<file path="src/rtl/bomberman_pkg.sv">
// Shared constants and types for the bomberman video path.
// Map geometry, register offsets and the map-update command format.
package bomberman_pkg;

  localparam int MAP_W = 40;
  localparam int MAP_H = 30;
  localparam int MAP_TILES = MAP_W * MAP_H;

  localparam logic [1:0] REG_PUSH = 2'd0;
  localparam logic [1:0] REG_CTRL = 2'd1;
  localparam logic [1:0] REG_STATUS = 2'd2;

  typedef struct packed {
    logic [3:0] tile;
    logic [10:0] maddr;
  } map_cmd_t;

  typedef enum logic [1:0] {
    MQ_IDLE,
    MQ_DRAIN,
    MQ_CLEAR
  } mq_state_t;

endpackage

</file>
<file path="src/rtl/cmd_fifo.sv">
// Synchronous FIFO with pointers one bit wider than the index,
// so full and empty fall out of the pointer difference.
module cmd_fifo #(
  parameter int DEPTH = 16,
  parameter int W = 15,
  localparam int AW = $clog2(DEPTH)
) (
  input logic clk,
  input logic reset,
  input logic push,
  input logic [W-1:0] din,
  input logic pop,
  output logic [W-1:0] dout,
  output logic full,
  output logic empty,
  output logic [AW:0] level
);

  logic [W-1:0] mem [DEPTH];
  logic [AW:0] wptr;
  logic [AW:0] rptr;
  logic do_push;
  logic do_pop;

  assign level = wptr - rptr;
  assign empty = (level == '0);
  assign full = (level == (AW+1)'(DEPTH));
  assign do_pop = pop && !empty;
  // A push into a full FIFO is only taken when a pop frees a slot.
  assign do_push = push && (!full || do_pop);
  assign dout = mem[rptr[AW-1:0]];

  always_ff @(posedge clk or posedge reset) begin
    if (reset) begin
      wptr <= '0;
      rptr <= '0;
    end else begin
      if (do_push) wptr <= wptr + (AW+1)'(1);
      if (do_pop) rptr <= rptr + (AW+1)'(1);
    end
  end

  always_ff @(posedge clk) begin
    if (do_push) mem[wptr[AW-1:0]] <= din;
  end

endmodule

</file>
<file path="src/rtl/map_update_queue.sv">
// Queues CPU tile updates and replays them into the map RAM
// only during vertical blanking; also performs bulk map clears.
module map_update_queue #(
  parameter int DEPTH = 16,
  parameter int MAP_TILES = 1200
) (
  input logic clk,
  input logic reset,
  input logic chipselect,
  input logic write,
  input logic read,
  input logic [1:0] address,
  input logic [15:0] writedata,
  output logic [15:0] readdata,
  input logic vblank,
  output logic [10:0] map_wraddress,
  output logic [7:0] map_data,
  output logic map_wren
);

  import bomberman_pkg::*;

  localparam int LW = $clog2(DEPTH) + 1;
  localparam logic [10:0] LAST = 11'(MAP_TILES - 1);

  logic wr;
  logic push;
  logic clear_req;
  logic flag_clr;
  logic pop;
  logic clear_wr;
  logic head_ok;
  logic full;
  logic empty;
  logic [LW-1:0] level;
  map_cmd_t head;
  mq_state_t state;
  mq_state_t next;
  logic [10:0] cnt;
  logic [3:0] fill;
  logic ovf;
  logic err;
  logic [15:0] status;

  assign wr = chipselect && write;
  assign push = wr && (address == REG_PUSH) && writedata[15];
  assign clear_req = wr && (address == REG_CTRL) && writedata[0];
  assign flag_clr = wr && (address == REG_CTRL) && writedata[1];
  assign head_ok = int'(head.maddr) < MAP_TILES;
  assign status = {8'd0, err, ovf, state == MQ_CLEAR, 5'(level)};

  cmd_fifo #(
    .DEPTH(DEPTH),
    .W($bits(map_cmd_t))
  ) u_fifo (
    .clk(clk),
    .reset(reset),
    .push(push),
    .din(writedata[14:0]),
    .pop(pop),
    .dout(head),
    .full(full),
    .empty(empty),
    .level(level)
  );

  always_ff @(posedge clk or posedge reset) begin
    if (reset) state <= MQ_IDLE;
    else state <= next;
  end

  always_comb begin
    next = state;
    pop = 1'b0;
    clear_wr = 1'b0;
    unique case (state)
      MQ_IDLE: begin
        if (clear_req) next = MQ_CLEAR;
        else if (vblank && !empty) next = MQ_DRAIN;
      end
      MQ_DRAIN: begin
        pop = vblank && !empty;
        if (clear_req) next = MQ_CLEAR;
        else if (!vblank || empty) next = MQ_IDLE;
      end
      MQ_CLEAR: begin
        // A fresh clear request restarts the sweep instead of writing.
        clear_wr = vblank && !clear_req;
        if (clear_wr && cnt == LAST) next = MQ_IDLE;
      end
      default: next = MQ_IDLE;
    endcase
  end

  always_ff @(posedge clk or posedge reset) begin
    if (reset) begin
      cnt <= '0;
      fill <= '0;
    end else if (clear_req) begin
      cnt <= '0;
      fill <= writedata[4:1];
    end else if (clear_wr) begin
      cnt <= (cnt == LAST) ? '0 : cnt + 11'd1;
    end
  end

  always_ff @(posedge clk or posedge reset) begin
    if (reset) begin
      map_wren <= 1'b0;
      map_wraddress <= '0;
      map_data <= '0;
    end else begin
      map_wren <= 1'b0;
      if (pop && head_ok) begin
        map_wren <= 1'b1;
        map_wraddress <= head.maddr;
        map_data <= {4'd0, head.tile};
      end else if (clear_wr) begin
        map_wren <= 1'b1;
        map_wraddress <= cnt;
        map_data <= {4'd0, fill};
      end
    end
  end

  // New events win over a flag clear arriving in the same cycle.
  always_ff @(posedge clk or posedge reset) begin
    if (reset) begin
      ovf <= 1'b0;
      err <= 1'b0;
      readdata <= '0;
    end else begin
      if (flag_clr) begin
        ovf <= 1'b0;
        err <= 1'b0;
      end
      if (push && full && !pop) ovf <= 1'b1;
      if (pop && !head_ok) err <= 1'b1;
      if (chipselect && read)
        readdata <= (address == REG_STATUS) ? status : 16'd0;
    end
  end

endmodule
</file>
<file path="config.mk">
export PLATFORM = sky130hd
export DESIGN_NAME = map_update_queue
export DESIGN_NICKNAME = d
export VERILOG_FILES = /design/src/rtl/bomberman_pkg.sv /design/src/rtl/cmd_fifo.sv /design/src/rtl/map_update_queue.sv
export SDC_FILE = /design/constraint.sdc
export NUM_CORES = 1
export LEC_CHECK = 0
export BUFFER_PORTS_ARGS = -buffer_cell sky130_fd_sc_hd__buf_2
export CORE_UTILIZATION = 57
export CTS_BUF_LIST = sky130_fd_sc_hd__clkbuf_4
export DETAILED_ROUTE_END_ITERATION = 12
export PLACE_DENSITY = 0.78
export SETUP_SLACK_MARGIN = 0.1
export SYNTH_ARGS = -nofsm -noshare
export SYNTH_HDL_FRONTEND = slang
export SYNTH_HIERARCHICAL = 1
export SYNTH_SLANG_ARGS = --single-unit
export TNS_END_PERCENT = 5
</file>
<file path="constraint.sdc">
create_clock -name clk -period 5 [get_ports clk]
set_input_delay 0.5 -clock clk [delete_from_list [all_inputs] [get_ports clk]]
set_output_delay 0.5 -clock clk [all_outputs]
set_load 0.005 [all_outputs]
</file>
Word level (Yosys, flattened, before mapping). Memory sizes are Yosys's and may differ from the RTL's. Index checks and enable logic that the tools add are counted.

Flip-flop bits (word level): 65. Bits in latches: 0. Bits in writable memories: 240. Bits in read-only memories: 0. Output and inout port bits: 36. Memories kept: 1.

Add/sub/neg operators: 4. Multipliers: 0. Divide/modulo/power cells: 0. Order comparisons: 1. Equal/unequal tests: 9. Shift operators: 0. Multiplexer cells: 23. Bitwise operators: 0. Reductions and logical operators: 32.

Memories: u_fifo.mem (depth 16, width 15, read ports 1, clocked after memory_dff 0, wr ports 1, RTL line cmd_fifo.sv:19) `logic [W-1:0] mem [DEPTH];`.

Operator list (count): 11-bit two-way mux (5); 8-bit two-way mux (3); 1-bit logical AND (16); 11-bit by 1-bit adder with 11-bit output (second input constant) (1); 11-bit == test (second input constant) (1); 11-bit less-than comparator (second input constant) (1); 5-bit by 1-bit adder with 5-bit output (second input constant) (2); 2-bit two-way mux (5); 1-bit two-way mux (9); 2-bit nonzero test (4); 1-bit logical NOT (6); 3-bit != test (second input constant) (2); 2-bit one-hot mux with 3 select lines (1); 5-bit == test (second input constant) (1); 5-bit logical NOT (1); 5-bit subtractor (1); 2-bit by 1-bit == test with 1-bit output (second input constant) (2); 2-bit == test (second input constant) (2); 2-bit logical NOT (2); 3-bit AND reduction (1); 1-bit logical OR (2); 2-bit by 1-bit != test with 1-bit output (second input constant) (1).

Depth between registers and ports, before layout. Gate-level depths: netlist of the first run.

Word-level depth: 10. Depth in mapped cells: 13. Gate-level depth less buffers: 12.

Cells and area by module. The synthesis of the first run kept the hierarchy.

By module, submodules not included: cmd_fifo (instances 1, cells an instance 507, area an instance 9942.0 um^2, sequential area each 7457.2 um^2); map_update_queue (instances 1, cells an instance 211, area an instance 2162.1 um^2, sequential area each 1076.0 um^2).

Least setup slack after synthesis of the first run. No wires, ideal clock.

Kind: register to register. Start point: register u_fifo.rptr[2]. End point: memory u_fifo.mem[9][0], enable pin. Setup time: 432 ps. Data arrival time: 4322 ps. Required time: 4568 ps. Setup slack: 247 ps. Stages on the path, launching flop included: 13. Path through: dfrtp_1 clkbuf_1 inv_1 clkbuf_1 ha_1 a21oi_1 a211o_1 a2bb2o_1 inv_1 and4bb_4 a2111oi_4 buf_6 nor4b_1.

Longest elaborated chain between the ends: 10. Elaborated cells between the ends (all ways): 12. Those cells by class: 1 x add/sub; 1 x eq/ne; 3 x mux; 7 x reduce/logical.

Ends and longest elaborated chain: start: declaration (RTL line cmd_fifo.sv:21) `logic [AW:0] rptr;`; start signal: assignment (RTL line cmd_fifo.sv:39) `if (do_pop) rptr <= rptr + (AW+1)'(1);`; 5-bit subtractor (RTL line cmd_fifo.sv:25) `assign level = wptr - rptr;`; 5-bit logical NOT (RTL line cmd_fifo.sv:26) `assign empty = (level == '0);`; net empty (RTL line map_update_queue.sv:34) `logic empty;`; 1-bit logical NOT (RTL line map_update_queue.sv:82) `pop = vblank && !empty;`; 1-bit logical AND (RTL line map_update_queue.sv:82); 1-bit two-way mux (RTL line map_update_queue.sv:76) `unique case (state)`; net pop (RTL line map_update_queue.sv:30) `logic pop;`; 1-bit logical AND (RTL line cmd_fifo.sv:28) `assign do_pop = pop && !empty;`; 1-bit logical OR (RTL line cmd_fifo.sv:30) `assign do_push = push && (!full || do_pop);`; 1-bit logical AND (RTL line cmd_fifo.sv:30); 1-bit two-way mux (RTL line cmd_fifo.sv:44) `if (do_push) mem[wptr[AW-1:0]] <= din;`; 1-bit two-way mux (implied by the code) (RTL line cmd_fifo.sv:44); end: declaration (RTL line cmd_fifo.sv:19).

The timed path passes the listed nets, and every way through them passes these cells.

Final worst setup path of the first run.
Start point: register u_fifo.rptr[3]. End point: memory u_fifo.mem[11][2], enable pin.

Same word-level chain as after synthesis.

==> flow_summary.ini, run 1 <==
[hold_path]
hold_path_class = in -> reg
worstHoldPathCells = 3
hp-start = address[0]
min_to = readdata[5]

[floorplanning]
dieArea_um2 = 21800
start_util_pct = 59.1
die_x_um = 148
fp-row-count = 52
num_io_pins = 60
fp.dieH_um = 148
coreArea_um2 = 20500

[sta]
tns_ns = 0
drv_slew = 0
post-route-min-period_ns = 4.47
post-route-period-util_pct = 89.3
hold_violations = 0
setup_slack_ns = 0.533
slew_headroom_pct = 12.4
grt_setup_unrepaired = false
clock_skew_ns = 0.0236
setup-violations-final = 0
fmax_ghz = 0.224
tightest_slew_ns = 1.31

[power_and_ir_drop]
power_uw = 7130
max-vdd-ir-drop_uv = 229
powerDensity_nw_per_um2 = 525
p_leak_uw = 0.00494

[placement]
dp_slack_ns = 0.486
hpwl_um = 16200
dp_cells = 1017
gp_congestion = 0.868
io_buffers = 47

[routing]
vias = 6930
ant_nets = 0
vias_per_cell = 6.02
first_pass_iters = 7
drt_wl_total_um = 25600
wl_per_cell_um = 22.3
drc = 0
first_iter_violations = 597

[logic_synthesis]
syn_avg_cell_area_um2 = 16.9
synthCells = 718
ys_seq_area_share_pct = 70.5
synth.area.top_cells = edfxtp_1 (60%), mux4_2 (11%), dfrtp_1 (11%)
synth_edf_count = 240
syn_area_um2 = 12100
synth.distinct_cells = 60
synth_top_area_cell = edfxtp_1
synth_top_cells_by_count = edfxtp_1 (240), nand2_1 (96), mux4_2 (60)
synthArstFlopShare_pct = 18.1
yosysTopAreaCellShare_pct = 59.5
yosysMostFrequentCell = edfxtp_1
yosysWarnings = 6
synth-seq-cells = 293
synth-main-ff-cell = edfxtp_1

[cells_and_area]
drive_gt1_share_pct = 29.8
fin_nets = 859
nFillCells = 1388
final_cell_count_no_fill = 1151
post-route-util_pct = 66.3
syn2layout_area_growth_pct = 12.2

[cts]
tritoncts = yes
cts_buffers = 73
hold_buffers = 1
postCtsSetupBuffers = 0
cts_root_buffer = clkbuf_4
cts.htree.levels = 3
clkTransAtPathRegs_ns = 0.06
clock_sink_count = 293
cts_resized = 0
clk_latency_ns = 0.65
cts_buffer_depth = 3

[critical_path]
start_kind = register
worstReg2RegEnd = u_fifo/mem[11][2]
cp_cell_sequence = inv_1 > buf_4 > ha_1 > a21oi_1 > a21oi_1 > a2bb2o_1 > inv_1 > and4bb_4 > a2111oi_4 > nand2b_1 > nor3_2
crit_fanout = 18
slowest_delay_ns = 1.06
slowest_stage = nor3_2
crit_family = simple AND/OR/NAND/NOR gates
path_buf_inv = 3
ff2ff_path_depth = 11
crit-reg2reg-launch = u_fifo/rptr[3]
endpoint_kind = register
worstSetupPathType = reg -> reg
crit_arrival_ns = 4.71
ff2ff_setup_slack_ns = 0.53
crit_required_ns = 5.25

[global_route]
grt_pass1_vias = 7122
grt_pass1_wl_um = 40000
antenna_found_initial = 1
grt_usage_pct = 24.9
grt_max_degree = 49
gr-total-overflow = 0

[flow_run]
drv_cap = 0

[outcome]
status = finished, final reports clean
## registers in the layout, indices dropped and copies added, names as in the netlist
signal and cells:
map_wraddress 11, cnt 11, ovf 1, err 1, map_wren 1, state 2
readdata 8, u_fifo/rptr 5, u_fifo/wptr 5, map_data 4, u_fifo/mem 240, fill 4
## worst max-delay path by stage
| stage | from | to | slack [ns] | depth (start not counted) |
|---|---|---|---|---|
| floorplan | u_fifo/rptr[2] | u_fifo/mem[9][0] | 0.25 | 12 |
| global placement | u_fifo/rptr[3] | u_fifo/mem[0][4] | 0.69 | 11 |
| detailed placement | u_fifo/rptr[3] | u_fifo/mem[0][4] | 0.49 | 11 |
| CTS | u_fifo/rptr[3] | u_fifo/mem[0][10] | 0.49 | 11 |
| global route | u_fifo/rptr[3] | u_fifo/mem[10][4] | 0.26 | 11 |
| finish | u_fifo/rptr[3] | u_fifo/mem[11][2] | 0.53 | 11 |
## layout make-up
| type | count | area [µm²] | area share, % |
|---|---|---|---|
| diodes | 1 | 2.50 | 0.0184 |
| flip-flops and latches | 293 | 8540 | 62.9 |
| clock buffers | 106 | 796 | 5.86 |
| clock inverters | 25 | 124 | 0.912 |
| repair buffers | 63 | 362 | 2.66 |
| inverters | 17 | 63.8 | 0.470 |
| multi-input cells | 376 | 3350 | 24.7 |
| well taps | 270 | 338 | 2.49 |
## tightest hold or removal path, cell delays in order
cell and delay, ns:
buf_2 0.09, or2b_1 0.11, o41ai_1 0.06
## through the flow
step / area (µm²) / hold WS, ns
CTS: 13600 / 0.124
floorplan: 12100 / 0.340
finish: 13600 / 0.155
global route: 13600 / 0.137
global placement: 12600 / 0.378
detailed placement: 12600 / 0.386
## cell usage in the layout (no fill, tap or decap), types with 15 or more instances in the layout
master,instances
edfxtp_1,240
clkbuf_4,106
nand2_1,96
mux4_2,60
dfrtp_1,50
buf_2,47
nor2_1,24
a21oi_1,20
and3_1,19
clkinv_1,18
inv_1,17
a31oi_1,15
## metal layers
layer	global-route usage [%]	vias up	share of wire [%]
met3	5.31	52	8.2
li1	-	3032	-
met4	10.8	0	3.0
met5	0	-	0
met1	35.1	3495	41
met2	38.0	351	48
## power breakdown
group / internal [µW] / switching, µW / leakage [µW] / total (µW)
sequential: 2800 / 165 / 0.00283 / 2970
clock: 1030 / 910 / 0.000555 / 1940
combinational: 945 / 1270 / 0.00156 / 2220
total: 4780 / 2350 / 0.00494 / 7130
## cell families after synthesis
logic type	count (synthesis)	synth area share, %
and+or+nand+nor	195	8.01
other	1	0.0310
adders and majority gates	11	1.20
xor gates and xnor gates	15	1.09
buffers and inverters	60	2.70
DFF	293	70.5
AOI/OAI and AO/OA	70	4.22
muxes	73	12.3
No activity file was read; power rests on OpenSTA's default activity.
==> run 2: changes to the inputs <==
- CORE_ASPECT_RATIO: default -> 0.8
==> run 2 against run 1 <==
- global-route usage up 0.81 points
- clock power down 3%
- hold slack improved by 0.0059 ns
- final area fell by 0.26%
- critical endpoint is now u_fifo/mem[8][0]
==> flow_summary.ini, run 2 (same netlist as run 1, synthesis figures left out) <==
[global_route]
grt_max_degree = 49
grt_usage_pct = 25.7
grt_pass1_wl_um = 40300
antenna_found_initial = 0
gr-total-overflow = 0
grt_pass1_vias = 6838

[critical_path]
crit_required_ns = 5.26
crit_arrival_ns = 4.65
start_kind = register
slowest_stage = nor3_2
crit_fanout = 15
ff2ff_path_depth = 12
ff2ff_setup_slack_ns = 0.61
crit-reg2reg-launch = u_fifo/wptr[0]
slowest_delay_ns = 1.09
worstSetupPathType = reg -> reg
cp_cell_sequence = inv_1 > ha_1 > inv_1 > fa_1 > xor2_1 > nand4b_1 > a2bb2o_1 > inv_1 > and4bb_4 > a2111oi_4 > nand2b_1 > nor3_2
startpoint = u_fifo/wptr[0]
endpoint_kind = register
crit_top_cell = inv_1

[cells_and_area]
num_antenna_cells = 0
drive_gt1_share_pct = 30.3
fin_nets = 861
layout_commonest_cell = edfxtp_1
final_cell_mix = edfxtp_1 (240), clkbuf_4 (105), nand2_1 (96)
post-route-util_pct = 65.2
largest_reg_flops = 240
nFillCells = 1464
syn2layout_area_growth_pct = 11.9

[sta]
post-route-period-util_pct = 87.9
tightest_slew_ns = 1.36
clock_skew_ns = 0.0394
fmax_ghz = 0.228
tns_ns = 0
post-route-min-period_ns = 4.39
hold_violations = 0
timing.hold.ws_ns = 0.161
setup-violations-final = 0
grt_setup_unrepaired = false
slew_headroom_pct = 9.12
drv_slew = 0

[floorplanning]
start_util_pct = 58.3
num_io_pins = 60
fp-row-count = 47
coreArea_um2 = 20800
dieArea_um2 = 21800
fp.dieH_um = 132
die_x_um = 165

[routing]
vias = 6900
drt_wl_total_um = 26400
first_iter_violations = 763
wl_per_cell_um = 23.2
drc = 0
ant_nets = 0
first_pass_iters = 5
vias_per_cell = 6.07

[outcome]
status = finished, final reports clean

[power_and_ir_drop]
p_leak_uw = 0.00492
powerDensity_nw_per_um2 = 524
max-vdd-ir-drop_uv = 270

[placement]
hpwl_um = 16700
io_buffers = 47
gp_congestion = 0.865

[cts]
cts.htree.levels = 3
cts_buffer_depth = 3
cts_root_buffer = clkbuf_4
clkTransAtPathRegs_ns = 0.07
cts_buffers = 71
cts_resized = 0
clk_latency_ns = 0.68
tritoncts = yes
clock_sink_count = 293

[hold_path]
hp-start = address[0]
worstHoldPathCells = 3
hold_path_class = in -> reg

[flow_run]
drv_cap = 0
-- run 2: changes by cell type in the layout (fill, tap and decap cells not counted) --
cell,previous run,this run
buf_6,1,0
clkinvlp_4,0,3
clkinv_1,18,4
clkinv_2,3,1
diode_2,1,0
nor2_1,24,25
inv_2,3,1
nor2_2,1,0
buf_4,14,19
clkbuf_4,106,105
-- run 2: report_power, final --
group	internal [µW]	total, µW	switching (µW)
clock	1000	1890	883
sequential	2810	2950	146
combinational	949	2260	1310
-- run 2: timing repair --
item	4_1_cts	5_1_grt
hold buffers	1	0
endpoints found under the hold margin	28	0
setup buffers	0	0
-- run 2: worst max-delay path, delay by kind of cell (launching register included) --
kind / cells / cell delay, ns
AO/OA/AOI/OAI: 2 / 0.37
XOR/XNOR: 1 / 0.29
adder cells (fa/ha/maj): 2 / 0.58
buffers and inverters: 3 / 0.28
flip-flops: 1 / 0.44
AND/OR/NAND/NOR: 4 / 2.01
-- run 2: routing by layer --
layer  part of all wire, %  track usage, %  vias to the layer above
met5                     0               0                        -
met2                    45            35.6                      374
met3                   9.4            7.08                       53
met1                    44            39.3                     3449
li1                      -               -                     3024
met4                   2.3            9.53                        0
-- run 2: through the flow --
stage               power (µW)  instances  setup WS, ns  instance area [µm²]
finish                    7100       1137         0.607                13500
global route              7470       1137         0.355                13500
CTS                       7130       1136         0.640                13500
detailed placement        5230       1020         0.630                12700
global placement          5160       1020         0.921                12700
floorplan                 4580        729         0.247                12100
-- run 2: cell type report --
cell class                      count  area [µm²]  area share [%]
Clock buffer                      105         788            5.82
Multi-Input combinational cell    376        3350            24.7
Clock inverter                     10        76.3           0.564
Timing Repair Buffer               67         388            2.86
Sequential cell                   293        8540            63.1
Inverter                           17        63.8           0.471
Tap cell                          269         337            2.49
-- run 2: path summary, 6_finish.rpt --
| kind | endpoint |
|---|---|
| max in group asynchronous | map_wraddress[2] |
| worst min register to register | ovf |
| min in group asynchronous | u_fifo/wptr[1] |
| worst max register to register | u_fifo/mem[8][0] |
| worst min-delay path | readdata[5] |
| worst max-delay path | u_fifo/mem[8][0] |
